<file path="config.mk">
export PLATFORM = sky130hd
export DESIGN_NAME = mem_access_flat
export DESIGN_NICKNAME = d
export VERILOG_FILES = /design/src/rtl/mem_access_if.sv /design/src/rtl/mem_access.sv /design/src/flat_wrapper.sv
export SDC_FILE = /design/constraint.sdc
export NUM_CORES = 1
export LEC_CHECK = 0
export BUFFER_PORTS_ARGS = -buffer_cell sky130_fd_sc_hd__buf_2
export CAP_MARGIN = 15
export CORE_MARGIN = 3
export CORE_UTILIZATION = 31
export CTS_BUF_LIST = sky130_fd_sc_hd__clkbuf_16
export DETAILED_ROUTE_END_ITERATION = 8
export PLACE_DENSITY = 0.62
export SYNTH_ARGS = -nofsm -noshare
export SYNTH_HDL_FRONTEND = slang
export SYNTH_SLANG_ARGS = --single-unit
</file>
<file path="constraint.sdc">
create_clock -name clk -period 4.1 [get_ports clk]
set_input_delay 0.205 -clock clk [delete_from_list [all_inputs] [get_ports clk]]
set_output_delay 0.205 -clock clk [all_outputs]
set_load 0.1 [all_outputs]
</file>
<file path="src/rtl/mem_access_if.sv">
// Data-memory bus between the MEM stage and the data memory.
// Carries one request (address, lanes, store data) and its acknowledge.
`ifndef MEM_ACCESS_DEFINES
`define MEM_ACCESS_DEFINES
`define RegBus      32
`define RegAddrBus  5
`define AluOpBus    8
`define InstAddrBus 32
`endif

interface mem_access_if;
  logic                dmem_req_o;
  logic                dmem_we_o;
  logic [`RegBus-1:0]  dmem_addr_o;
  logic [3:0]          dmem_sel_o;
  logic [`RegBus-1:0]  dmem_wdata_o;
  logic [`RegBus-1:0]  dmem_rdata_i;
  logic                dmem_ack_i;

  modport master (
    output dmem_req_o, dmem_we_o, dmem_addr_o, dmem_sel_o, dmem_wdata_o,
    input  dmem_rdata_i, dmem_ack_i
  );

  modport slave (
    input  dmem_req_o, dmem_we_o, dmem_addr_o, dmem_sel_o, dmem_wdata_o,
    output dmem_rdata_i, dmem_ack_i
  );
endinterface

</file>
<file path="src/rtl/mem_access.sv">
// MEM stage: issues one data-memory access at a time and stalls the pipeline until it completes.
// Define MEM_ALIGN_CHECK_EN to reject misaligned half/word accesses instead of issuing them.
`ifndef MEM_ACCESS_DEFINES
`define MEM_ACCESS_DEFINES
`define RegBus      32
`define RegAddrBus  5
`define AluOpBus    8
`define InstAddrBus 32
`endif

module mem_access (
  input  logic                     clk,
  input  logic                     rst,
  input  logic [`RegAddrBus-1:0]   waddr_i,
  input  logic [`RegBus-1:0]       wdata_i,
  input  logic                     we_i,
  input  logic [`AluOpBus-1:0]     aluop_i,
  input  logic [`InstAddrBus-1:0]  mem_addr_i,
  input  logic [`RegBus-1:0]       reg1_i,
  output logic [`RegAddrBus-1:0]   waddr_o,
  output logic [`RegBus-1:0]       wdata_o,
  output logic                     we_o,
  mem_access_if.master             dmem,
  output logic                     stallreq_o,
  output logic                     misalign_o
);

  localparam logic [7:0] OpLb  = 8'b1110_0000;
  localparam logic [7:0] OpLbu = 8'b1110_0100;
  localparam logic [7:0] OpLh  = 8'b1110_0001;
  localparam logic [7:0] OpLhu = 8'b1110_0101;
  localparam logic [7:0] OpLw  = 8'b1110_0011;
  localparam logic [7:0] OpSb  = 8'b1110_1000;
  localparam logic [7:0] OpSh  = 8'b1110_1001;
  localparam logic [7:0] OpSw  = 8'b1110_1011;

  typedef enum logic [1:0] {StIdle, StBusy, StDone} state_e;

  state_e      state_q;
  logic [31:0] addr_q, wdata_q, rdata_q;
  logic [3:0]  sel_q;
  logic [7:0]  op_q;
  logic        store_q, req_q;

  logic        is_load, is_store, misaligned, issue;
  logic [3:0]  sel_d;
  logic [31:0] wdata_d, load_fmt;
  logic [7:0]  ld_byte;
  logic [15:0] ld_half;

  // Request decode from the current EX/MEM contents.
  always_comb begin
    is_load  = 1'b0;
    is_store = 1'b0;
    sel_d    = 4'b0000;
    wdata_d  = reg1_i;
    case (aluop_i)
      OpLb, OpLbu: begin
        is_load = 1'b1;
        sel_d   = 4'b0001 << mem_addr_i[1:0];
      end
      OpLh, OpLhu: begin
        is_load = 1'b1;
        sel_d   = mem_addr_i[1] ? 4'b1100 : 4'b0011;
      end
      OpLw: begin
        is_load = 1'b1;
        sel_d   = 4'b1111;
      end
      OpSb: begin
        is_store = 1'b1;
        sel_d    = 4'b0001 << mem_addr_i[1:0];
        wdata_d  = {4{reg1_i[7:0]}};
      end
      OpSh: begin
        is_store = 1'b1;
        sel_d    = mem_addr_i[1] ? 4'b1100 : 4'b0011;
        wdata_d  = {2{reg1_i[15:0]}};
      end
      OpSw: begin
        is_store = 1'b1;
        sel_d    = 4'b1111;
      end
      default: ;
    endcase
  end

`ifdef MEM_ALIGN_CHECK_EN
  logic is_half, is_word;
  assign is_half    = (aluop_i == OpLh) || (aluop_i == OpLhu) || (aluop_i == OpSh);
  assign is_word    = (aluop_i == OpLw) || (aluop_i == OpSw);
  assign misaligned = (is_half && mem_addr_i[0]) || (is_word && (mem_addr_i[1:0] != 2'b00));
  assign misalign_o = !rst && (state_q == StIdle) && misaligned;
`else
  assign misaligned = 1'b0;
  assign misalign_o = 1'b0;
`endif

  assign issue = (state_q == StIdle) && (is_load || is_store) && !misaligned;

  // Extract and extend the addressed byte/half of the returned word.
  always_comb begin
    unique case (addr_q[1:0])
      2'd0:    ld_byte = dmem.dmem_rdata_i[7:0];
      2'd1:    ld_byte = dmem.dmem_rdata_i[15:8];
      2'd2:    ld_byte = dmem.dmem_rdata_i[23:16];
      default: ld_byte = dmem.dmem_rdata_i[31:24];
    endcase
    ld_half = addr_q[1] ? dmem.dmem_rdata_i[31:16] : dmem.dmem_rdata_i[15:0];
    case (op_q)
      OpLb:    load_fmt = {{24{ld_byte[7]}}, ld_byte};
      OpLbu:   load_fmt = {24'b0, ld_byte};
      OpLh:    load_fmt = {{16{ld_half[15]}}, ld_half};
      OpLhu:   load_fmt = {16'b0, ld_half};
      default: load_fmt = dmem.dmem_rdata_i;
    endcase
  end

  always_ff @(posedge clk) begin
    if (rst) begin
      state_q <= StIdle;
      addr_q  <= '0;
      wdata_q <= '0;
      rdata_q <= '0;
      sel_q   <= '0;
      op_q    <= '0;
      store_q <= 1'b0;
      req_q   <= 1'b0;
    end else begin
      unique case (state_q)
        StIdle: begin
          if (issue) begin
            addr_q  <= mem_addr_i;
            wdata_q <= wdata_d;
            sel_q   <= sel_d;
            op_q    <= aluop_i;
            store_q <= is_store;
            req_q   <= 1'b1;
            state_q <= StBusy;
          end
        end
        StBusy: begin
          if (dmem.dmem_ack_i) begin
            rdata_q <= load_fmt;
            req_q   <= 1'b0;
            state_q <= StDone;
          end
        end
        StDone:  state_q <= StIdle;
        default: state_q <= StIdle;
      endcase
    end
  end

  assign dmem.dmem_req_o   = req_q;
  assign dmem.dmem_we_o    = store_q;
  assign dmem.dmem_addr_o  = {addr_q[31:2], 2'b00};
  assign dmem.dmem_sel_o   = sel_q;
  assign dmem.dmem_wdata_o = wdata_q;

  always_comb begin
    waddr_o    = '0;
    wdata_o    = '0;
    we_o       = 1'b0;
    stallreq_o = 1'b0;
    if (!rst) begin
      waddr_o = waddr_i;
      wdata_o = wdata_i;
      unique case (state_q)
        StIdle: begin
          if (is_load || is_store) stallreq_o = !misaligned;
          else                     we_o       = we_i;
        end
        StBusy: stallreq_o = 1'b1;
        StDone: begin
          if (!store_q) begin
            wdata_o = rdata_q;
            we_o    = we_i;
          end
        end
        default: ;
      endcase
    end
  end

endmodule

</file>
<file path="src/flat_wrapper.sv">
// flat-port wrapper written by rule: the top's interface ports become plain ports
module mem_access_flat 
  (clk, rst, waddr_i, wdata_i, we_i, aluop_i, mem_addr_i, reg1_i, waddr_o, wdata_o, we_o, stallreq_o, misalign_o, dmem_dmem_req_o, dmem_dmem_we_o, dmem_dmem_addr_o, dmem_dmem_sel_o, dmem_dmem_wdata_o, dmem_dmem_rdata_i, dmem_dmem_ack_i);
  mem_access_if dmem_i ();
  input  logic clk;
  input  logic rst;
  input  logic [`RegAddrBus-1:0] waddr_i;
  input  logic [`RegBus-1:0] wdata_i;
  input  logic we_i;
  input  logic [`AluOpBus-1:0] aluop_i;
  input  logic [`InstAddrBus-1:0] mem_addr_i;
  input  logic [`RegBus-1:0] reg1_i;
  output logic [`RegAddrBus-1:0] waddr_o;
  output logic [`RegBus-1:0] wdata_o;
  output logic we_o;
  output logic stallreq_o;
  output logic misalign_o;
  output wire logic [$bits(dmem_i.dmem_req_o)-1:0] dmem_dmem_req_o;
  output wire logic [$bits(dmem_i.dmem_we_o)-1:0] dmem_dmem_we_o;
  output wire logic [$bits(dmem_i.dmem_addr_o)-1:0] dmem_dmem_addr_o;
  output wire logic [$bits(dmem_i.dmem_sel_o)-1:0] dmem_dmem_sel_o;
  output wire logic [$bits(dmem_i.dmem_wdata_o)-1:0] dmem_dmem_wdata_o;
  input wire logic [$bits(dmem_i.dmem_rdata_i)-1:0] dmem_dmem_rdata_i;
  input wire logic [$bits(dmem_i.dmem_ack_i)-1:0] dmem_dmem_ack_i;
  assign dmem_dmem_req_o = dmem_i.dmem_req_o;
  assign dmem_dmem_we_o = dmem_i.dmem_we_o;
  assign dmem_dmem_addr_o = dmem_i.dmem_addr_o;
  assign dmem_dmem_sel_o = dmem_i.dmem_sel_o;
  assign dmem_dmem_wdata_o = dmem_i.dmem_wdata_o;
  assign dmem_i.dmem_rdata_i = dmem_dmem_rdata_i;
  assign dmem_i.dmem_ack_i = dmem_dmem_ack_i;
  mem_access u_core (.clk(clk), .rst(rst), .waddr_i(waddr_i), .wdata_i(wdata_i), .we_i(we_i), .aluop_i(aluop_i), .mem_addr_i(mem_addr_i), .reg1_i(reg1_i), .waddr_o(waddr_o), .wdata_o(wdata_o), .we_o(we_o), .dmem(dmem_i), .stallreq_o(stallreq_o), .misalign_o(misalign_o));
endmodule
</file>
==> Yosys cells after proc, flatten, opt, wreduce, memory -nomap -nowiden <==
Cells that the tools add are included.
W data, S select, Z words.
{ "totals": {"word_cells": 66, "regBits": 112, "output_inout_bits": 110} }
{ "op_classes": {"shifts": 1, "reduce_logical": 14, "eq_ne": 18, "n_mux": 25} }
{ "op_table": {"columns": ["op", "n"], "rows": [
  ["$pmux W32 S4", 1],
  ["$eq A8 B8 Y1 const B", 12],
  ["$mux W32", 3],
  ["$pmux W32 S2", 1],
  ["$pmux W8 S3", 1],
  ["$mux W16", 1],
  ["$pmux W4 S3", 1],
  ["$mux W1", 9],
  ["$reduce_or A3 Y1", 3],
  ["$pmux W1 S2", 3],
  ["$reduce_and A2 Y1", 3],
  ["$mux W5", 1],
  ["$reduce_or A5 Y1", 1],
  ["$eq A2 B1 Y1 const B", 2],
  ["$eq A2 B2 Y1 const B", 2],
  ["$logic_not A2 Y1", 2],
  ["$mux W2", 2],
  ["$mux W4", 1],
  ["$pmux W2 S2", 1],
  ["$shl A1 B2 Y4 const A", 1],
  ["$reduce_and A3 Y1", 1],
  ["$ne A2 B1 Y1 const B", 1],
  ["$ne A2 B2 Y1 const B", 1],
  ["$reduce_bool A2 Y1", 1],
  ["other kinds (3)", 3]
]} }

==> Logic depth before layout (Yosys ltp) <==
Gate-level depths: netlist of the first run.
{ "logic_depth": {"depth_word": 7, "depth_mapped": 7} }

==> Worst setup path after synthesis of the first run <==
OpenSTA, ideal clock, no wires.
{ "synth_path": {"path_type": "reg-to-output", "startpoint": "reg u_core.store_q (netlist: u_core.dmem.dmem_we_o)", "endpoint": "out wdata_o[10]", "stages_incl_launch_ff": 6, "path_slack_ns": 0.793, "arrival_ns": 3.102, "path_buffers": 1, "cell_sequence": "dfxtp_1 nor2_1 nand2_1 buf_1 nand2_1 a21oi_1"} }
{ "synth_between": {"elab_chain_cells": 3} }
{ "synth_lines": {"columns": ["item", "line_no", "source"], "rows": [
  ["start, declared", "mem_access.sv:43", "logic store_q, req_q;"],
  ["start signal, assigned", "mem_access.sv:137", "store_q <= is_store;"],
  ["$mux W32", "mem_access.sv:176", "if (!store_q) begin"],
  ["$mux W32", "mem_access.sv:169", "unique case (state_q)"],
  ["$mux W32", "mem_access.sv:166", "if (!rst) begin"],
  ["end, declared", "flat_wrapper.sv:14", "output logic [`RegBus-1:0] wdata_o;"]
]} }
Every way passes these cells.

==> Worst setup path after layout of the first run <==
{ "layout_path": {"startpoint": "reg u_core.state_q[1]", "endpoint": "out wdata_o[31]"} }
{ "layout_between": {"elab_chain_cells": 3} }
{ "layout_lines": {"columns": ["item", "line_no", "source"], "rows": [
  ["start, declared", "mem_access.sv:39", "state_e state_q;"],
  ["start signal, assigned", "mem_access.sv:121", "state_q <= StIdle;"],
  ["start signal, assigned", "mem_access.sv:139", "state_q <= StBusy;"],
  ["start signal, assigned", "mem_access.sv:146", "state_q <= StDone;"],
  ["$eq A2 B2 Y1", "mem_access.sv:169", null],
  ["$mux W32", "mem_access.sv:169", null],
  ["$mux W32", "mem_access.sv:166", null]
]} }
Every way passes these cells.

==> reports/results.md, run 1 <==
• **post-route standard cell area excluding fillers** 0.007063 sq mm
• **routed vias** 5736
• **via density per instance** 4.953
• **Post-Layout Cell Count** 1158
• **crit-path leading delay family** simple AND/OR/NAND/NOR gates
• **Root Driver** sky130_fd_sc_hd__clkbuf_16
• **CTS tree** done
• **headroom to the max-slew limit** 0.2608
• **maximum number of pins on one net before global-route repair** 83
• **post-CTS sizing** 0
• **cts-stage hold buffer count** 0
• **part of the Yosys area used for sequential elements** 0.3965
• **CTS Buf Count** 9
• **filler instances** 1889
• **global placer's final weighted congestion** 0.8115
• **nature of the critical path startpoint** register
• **CP Cell Sequence** and2_1 > nand2_1 > a21oi_1 > buf_2
• **I/O pin count** 255
• **post-synthesis instance area** 0.005655 sq mm
• **worst-path fanout max** 32
• **synthesized netlist cell count** 757
• **initial core utilization** 0.3214
• **Final Total Pwr** 2480 uW
• **diode insertion count for antenna repair** 0
• **Post CTS Setup Buffer Count** 0
• **sinks on the clock net** 112
• **Detailed Place HPWL** 13440 microns
• **hold violation count in the final report** 0
• **die height** 141.1 microns
• **final antenna-violating net count** 0
• **Max-Cap Viols** 0
• **Post-Place Cell Area** 0.006726 sq mm
• **# DRC** 0
• **maximum root-to-sink buffer count** 2
• **floorplan die area** 0.01990 sq mm
• **arrival time of the worst setup path** 2.52 ns
• **CP Capture Type** primary output
• **RSZ-0062 raised after global routing** no
• **total negative slack** 0 ns
• **Max Fclk** 0.3674 GHz
• **CTS clk-pin slew, worst paths** 0.08 ns
• **Placement Rows** 48
• **area growth from synthesis to final layout** 24.89%
• **number of antenna violations at the first check in global routing** 0
• **count of warnings emitted by yosys** 0
• **path type of the worst setup path** reg2out
• **via count of the first global-routing pass** 5422
• **clk_lat worst skew** 0.35 ns
• **cell with the biggest individual delay on the critical path** sky130_fd_sc_hd__and2_1
• **1st-iter DRT viols** 268
• **fraction of the cycle the final worst path needs** 0.6639
• **total global routing overflow** 0
• **worst voltage drop across the vdd grid** 0.2042 mV
• **class of the most critical hold timing path** in2reg
• **synthesized flop and latch total** 112
• **layout net count** 1074
• **clock tree skew after final layout** 0.007916 ns
• **fraction of layout cells with a size suffix above 1** 0.2990
• **count of unique library cells instantiated by Yosys** 43
• **mean post-synth cell area** 7.471 sq um
• **number of I/O port buffers** 251
• **total global-route track usage** 0.1803
• **required time of the worst setup path** 3.89 ns
• **count of placed standard cells including taps** 1141
• **clock period minus final worst setup slack** 2.722 ns
• **Worst path max stage delay** 0.91 ns
• **number of iterations in the first detailed-routing pass** 4
• **average wire length per cell after detail routing** 15.93 microns
• **total wire length after detailed routing** 18450 microns
• **Die X** 141.1 microns
• **max-slew violation total from the final report** 0
• **power per standard cell area** 351.1 mW/mm^2
• **outcome** finished clean
• **# H-tree levels** 3
• **sum of buffers and inverters on the critical path** 1
• **Finish-stage setup viols** 0
• **wire length of the first global-routing pass** 28920 microns
• **actual slew at the worst max-slew pin** 1.107 ns
• **leakage** 0.003070 uW
• **area inside the core boundary** 0.01760 sq mm
worst paths after layout:
check / from / slack (ns) / cells after the start / endpoint
setup / recovery: u_core.state_q[1] / 1.38 / 4 / wdata_o[31]
hold / removal: mem_addr_i[6] / 0.08 / 3 / u_core.addr_q[6]
setup reg to reg: u_core.addr_q[1] / 1.50 / 4 / u_core.rdata_q[13]
hold reg to reg: u_core.addr_q[11] / 0.45 / 2 / u_core.addr_q[11]
layout by cell type, fill, tap and decap left out, types with 2 or more instances in the layout:
| master | instances |
|---|---|
| sky130_fd_sc_hd__nand3b_1 | 4 |
| sky130_fd_sc_hd__nand4_1 | 7 |
| sky130_fd_sc_hd__nand2_1 | 208 |
| sky130_fd_sc_hd__buf_4 | 7 |
| sky130_fd_sc_hd__a32oi_1 | 8 |
| sky130_fd_sc_hd__o31ai_1 | 2 |
| sky130_fd_sc_hd__inv_1 | 5 |
| sky130_fd_sc_hd__o21ai_0 | 12 |
| sky130_fd_sc_hd__clkinv_4 | 2 |
| sky130_fd_sc_hd__dfxtp_1 | 112 |
| sky130_fd_sc_hd__inv_6 | 2 |
| sky130_fd_sc_hd__nand2b_1 | 10 |
| sky130_fd_sc_hd__nor2b_1 | 16 |
| sky130_fd_sc_hd__conb_1 | 3 |
| sky130_fd_sc_hd__a21oi_1 | 98 |
| sky130_fd_sc_hd__and2_1 | 2 |
| sky130_fd_sc_hd__a211oi_1 | 25 |
| sky130_fd_sc_hd__o21a_1 | 2 |
| sky130_fd_sc_hd__a41oi_1 | 7 |
| sky130_fd_sc_hd__o211ai_1 | 19 |
| sky130_fd_sc_hd__mux2i_1 | 21 |
| sky130_fd_sc_hd__buf_2 | 250 |
| sky130_fd_sc_hd__o21bai_1 | 14 |
| sky130_fd_sc_hd__nand3_1 | 8 |
| sky130_fd_sc_hd__clkbuf_16 | 9 |
| sky130_fd_sc_hd__nor3_1 | 4 |
| sky130_fd_sc_hd__a221o_1 | 7 |
| sky130_fd_sc_hd__o22ai_1 | 7 |
| sky130_fd_sc_hd__nor2_1 | 42 |
| sky130_fd_sc_hd__a31oi_1 | 3 |
per-stage QoR:
step | hold WS, ns | util | setup slack [ns]
after global routing | 0.07625 | 0.4014 | 1.081
after global placement | 0.4360 | 0.3823 | 1.553
after floorplan | 0.3410 | - | 0.7928
after detailed placement | 0.4441 | 0.3823 | 1.554
after CTS | 0.06833 | 0.3990 | 1.333
final | 0.07963 | 0.4014 | 1.378
registers in the layout, summed over array words and instances (netlist names):
name                      cells
u_core.dmem.dmem_we_o         1
u_core.addr_q                32
u_core.op_q                   8
u_core.dmem.dmem_sel_o        4
u_core.rdata_q               32
u_core.dmem.dmem_wdata_o     32
u_core.state_q                2
u_core.dmem.dmem_req_o        1
cells in the mapped netlist (all sizes together):
library cell	instances	area (sq um)
nand3	8	40.04
nor3b	2	26.28
and4b	1	10.01
mux2i	21	210.2
clkbuf	44	165.2
nor4b	1	8.760
o21ai	12	60.06
or3	1	6.260
nand4b	1	8.760
conb	1	3.750
nor3	4	20.02
o31ai	2	15.01
a32oi	8	70.07
o211a	1	10.01
and3	1	6.260
a21boi	1	7.510
nor2	43	161.4
or4b	1	13.76
a41oi	7	61.31
inv	4	15.01
a31oi	3	18.77
nand2	208	780.8
a211oi	25	187.7
nand2b	10	62.56
o21bai	14	105.1
o21a	2	15.01
nand4	7	43.79
or2	2	15.02
a311oi	1	8.760
a21oi	98	490.5
dfxtp	112	2242
and2	2	12.51
buf	56	366.6
nor2b	16	100.1
a221o	7	70.07
o22ai	7	43.79
nand3b	4	30.03
o211ai	19	142.6
report_power, final:
group / internal, uW / total, uW / leakage, uW / switching (uW)
clock: 476 / 896 / 0.000148 / 419
combinational: 114 / 472 / 0.00202 / 358
sequential: 1100 / 1110 / 0.000904 / 10.2
total: 1690 / 2480 / 0.00307 / 788
worst reg2reg max path, stage by stage (launching register included):
cell and delay [ns]:
sky130_fd_sc_hd__dfxtp_1 1.06, sky130_fd_sc_hd__mux2i_1 0.38, sky130_fd_sc_hd__a21oi_1 0.11, sky130_fd_sc_hd__a31oi_1 0.68, sky130_fd_sc_hd__a41oi_1 0.21
layout make-up:
cell class | instances | area [sq um] | share of cell area
clock buffer | 9 | 225.2 | 0.03189
clock inverter | 6 | 68.82 | 0.009743
inverter | 4 | 15.01 | 0.002126
multi-input combinational | 543 | 2884 | 0.4083
sequential | 112 | 2242 | 0.3174
tap | 225 | 281.5 | 0.03986
timing repair buffer | 259 | 1346 | 0.1906
cells by family after synthesis:
kind of cell | after synthesis | share of synthesized area
other | 1 | 0.0006631
AO/OA/AOI/OAI | 207 | 0.2310
flip-flops | 112 | 0.3965
AND/OR/NAND/NOR | 312 | 0.2381
multiplexers | 21 | 0.03717
buffers and inverters | 104 | 0.09668
per-layer routing:
layer	vias to the layer above	GRT usage	share of wire
met1	2596	0.2214	0.42
met2	223	0.3040	0.47
met4	0	0.05201	0.015
met5	-	0	0
li1	2903	-	-
met3	14	0.05597	0.090
(Power assumes the default switching activity.)
==> run 2: changes to the inputs <==
- PLACE_DENSITY: 0.62 -> 0.64
- clock period: 4.1 -> 2.4 ns (I/O delays scaled with it)
==> run 2 against run 1 <==
  * Die area stayed put
  * Global-route usage grew 0.85 points
  * Sequential share of layout area decreased by 4.5 points
  * Power is 77% higher
  * Flip-flop and latch count stayed put
  * Worst setup slack lost 0.94 ns
  * Critical endpoint is now wdata_o[6]
  * Largest cell class unchanged
==> reports/results.md, run 2 (synthesis gave the netlist of run 1 again) <==
• **Max-Cap Viols** 0, unchanged
• **number of I/O port buffers** 251, unchanged
• **slack of the worst reg-to-reg path** 0.54 ns, -0.96 ns
• **crit-path leading delay family** buffers and inverters
• **most common library cell in the layout ignoring fill and taps** sky130_fd_sc_hd__buf_2
• **CTS clk-pin slew, worst paths** 0.07 ns, about the same
• **number of iterations in the first detailed-routing pass** 6, +2
• **cell with the biggest individual delay on the critical path** sky130_fd_sc_hd__dfxtp_1
• **actual slew at the worst max-slew pin** 0.6763 ns, -0.4310 ns
• **# DRC** 0, unchanged
• **total global-route track usage** 0.1888, +0.008493
• **Finish-stage setup viols** 0, unchanged
• **final antenna-violating net count** 0, unchanged
• **commonest cells after routing, fill and taps aside** 217 x sky130_fd_sc_hd__buf_2, 208 x sky130_fd_sc_hd__nand2_1, 112 x sky130_fd_sc_hd__dfxtp_1, 66 x sky130_fd_sc_hd__a21oi_1, 42 x sky130_fd_sc_hd__nor2_1
• **global placer's final weighted congestion** 0.8262, +1.8%
• **total wire length after detailed routing** 19410 microns, +5.2%
• **Reg area** 0.002242 sq mm, unchanged
• **required time of the worst setup path** 2.28 ns, -1.61 ns
• **fraction of layout cells with a size suffix above 1** 0.3364, +0.03739
• **via density per instance** 4.986, +0.65%
• **1st-iter DRT viols** 281, +4.9%
• **class of the most critical hold timing path** in2reg
• **clk_lat worst skew** 0.35 ns, about the same
• **nature of the critical path startpoint** register
• **max-slew violation total from the final report** 0, unchanged
• **Final Worst Setup Slack** 0.4354 ns, -0.9428 ns
• **Post-Place Setup Slack** 0.5542 ns, -0.9993 ns
• **worst reg2reg path startpoint** u_core.op_q[1]
• **area growth from synthesis to final layout** 45.42%
• **CTS tree** done
• **post-CTS sizing** 0, unchanged
• **via count of the first global-routing pass** 5793, +6.8%
• **crit path to** wdata_o[6]
• **start point of the critical path** u_core.state_q[1]
• **RSZ-0062 raised after global routing** no
• **maximum number of pins on one net before global-route repair** 79, -4.8%
• **fraction of the cycle the final worst path needs** 0.8186
• **Detailed Place HPWL** 14450 microns, +7.5%
• **area inside the core boundary** 0.01760 sq mm, unchanged
• **initial core utilization** 0.3214, unchanged
• **clock tree skew after final layout** 0.009438 ns, +0.001522 ns
• **average wire length per cell after detail routing** 16.25 microns, +2.0%
• **power per standard cell area** 534.7 mW/mm^2, +52%
• **total global routing overflow** 0, unchanged
• **total area of multi-input combinational cells** 0.003227 sq mm, +12%
• **arrival time of the worst setup path** 1.84 ns, -0.68 ns
• **sinks on the clock net** 112, unchanged
• **Crit Reg-Reg Endpoint** u_core.rdata_q[1]
• **worst voltage drop across the vdd grid** 0.4683 mV, +130%
• **layout net count** 1109, +3.3%
• **CP Capture Type** primary output
• **maximum root-to-sink buffer count** 2, unchanged
• **Root Driver** sky130_fd_sc_hd__clkbuf_16
• **die height** 141.1 microns, unchanged
• **worst-path fanout max** 32, unchanged
• **DRT met1 WL** 8140 microns, +4.8%
• **clock period minus final worst setup slack** 1.965 ns
• **hold slack final** 0.01671 ns, -0.06291 ns
• **path type of the worst setup path** reg2out
• **Placement Rows** 48, unchanged
• **number of antenna violations at the first check in global routing** 1, +1
• **highest metal layer with signal wires** met5
• **filler instances** 1738, -8.0%
• **Die X** 141.1 microns, unchanged
• **Worst path max stage delay** 0.48 ns, -0.43 ns
• **CTS Buf Count** 9, unchanged
• **# H-tree levels** 3, unchanged
• **routed length on met2** 9106 microns, +4.0%
• **total negative slack** 0 ns, unchanged
• **total stage count of the critical path** 5, +1
• **leakage** 0.003399 uW, +11%
• **outcome** finished clean
• **Max Fclk** 0.5090 GHz
• **depth of the worst register-to-register path** 4, unchanged
• **CP Cell Sequence** and2_1 > buf_4 > nand2_1 > a21oi_4 > buf_12
• **I/O pin count** 255, unchanged
• **headroom to the max-slew limit** 0.5470, +0.2862
• **hold violation count in the final report** 0, unchanged
• **routed vias** 5953, +3.8%
• **total length of routed met3 wires** 1801 microns, +9.0%
• **Final Total Pwr** 4398 uW, +77%
• **wire length of the first global-routing pass** 30500 microns, +5.5%
• **diode insertion count for antenna repair** 0, unchanged
• **floorplan die area** 0.01990 sq mm, unchanged
• **sum of buffers and inverters on the critical path** 2, +1
-- run 2: cell count changes in the layout (fill, tap and decap cells not counted), moves of 2 or more --
cell	before	now
sky130_fd_sc_hd__inv_6	2	0
sky130_fd_sc_hd__buf_12	0	36
sky130_fd_sc_hd__a21oi_4	0	29
sky130_fd_sc_hd__dlygate4sd3_1	0	20
sky130_fd_sc_hd__buf_2	250	217
sky130_fd_sc_hd__clkinvlp_4	0	2
sky130_fd_sc_hd__a21oi_2	0	3
sky130_fd_sc_hd__buf_4	7	20
sky130_fd_sc_hd__a21oi_1	98	66
-- run 2: worst min path at each step --
stage | from | end | slack, ns | cells past startpoint
detailed placement | mem_addr_i[10] | u_core.addr_q[10] | 0.37 | 3
global placement | mem_addr_i[16] | u_core.addr_q[16] | 0.36 | 3
global route | mem_addr_i[4] | u_core.addr_q[4] | 0.008 | 3
finish | mem_addr_i[3] | u_core.addr_q[3] | 0.02 | 3
CTS | mem_addr_i[11] | u_core.addr_q[11] | 0.001 | 3
floorplan | mem_addr_i[10] | u_core.addr_q[10] | 0.26 | 2
-- run 2: routing by layer --
metal,vias to the layer above,global-route usage
met1,2712,0.2328
met2,242,0.3128
met5,-,0
li1,2975,-
met3,22,0.06479
met4,2,0.05405
-- run 2: area by class of cell --
cell class                 instances  area share
inverter                           4    0.001826
sequential                       112      0.2726
clock buffer                       9     0.02738
clock inverter                     7    0.007911
tap                              225     0.03423
multi-input combinational        543      0.3924
timing repair buffer             294      0.2637
-- run 2: worst register-to-register path: stages (launching register included) --
cell and delay, ns:
sky130_fd_sc_hd__dfxtp_1 0.31, sky130_fd_sc_hd__or4b_4 0.55, sky130_fd_sc_hd__or2_4 0.40, sky130_fd_sc_hd__a221o_1 0.32, sky130_fd_sc_hd__a32oi_1 0.20
-- run 2: power breakdown --
group / internal, uW / switching, uW
logic: 338 / 673
clock network: 802 / 687
registers: 1880 / 14.8
total: 3020 / 1380
-- run 2: what timing repair did --
action / 4_1_cts / 5_1_grt
endpoints found under the hold margin: 19 / 1
setup endpoints to repair: 0 / 0
hold buffers: 19 / 1
buffers inserted: 0 / 0
-- run 2: per-stage QoR --
stage | area (sq um) | utilization | cells
after floorplan | 6006 | - | 759
after global placement | 7734 | 0.4395 | 1158
after detailed placement | 7734 | 0.4395 | 1158
after CTS | 8214 | 0.4668 | 1193
after global routing | 8224 | 0.4674 | 1194
final | 8224 | 0.4674 | 1194
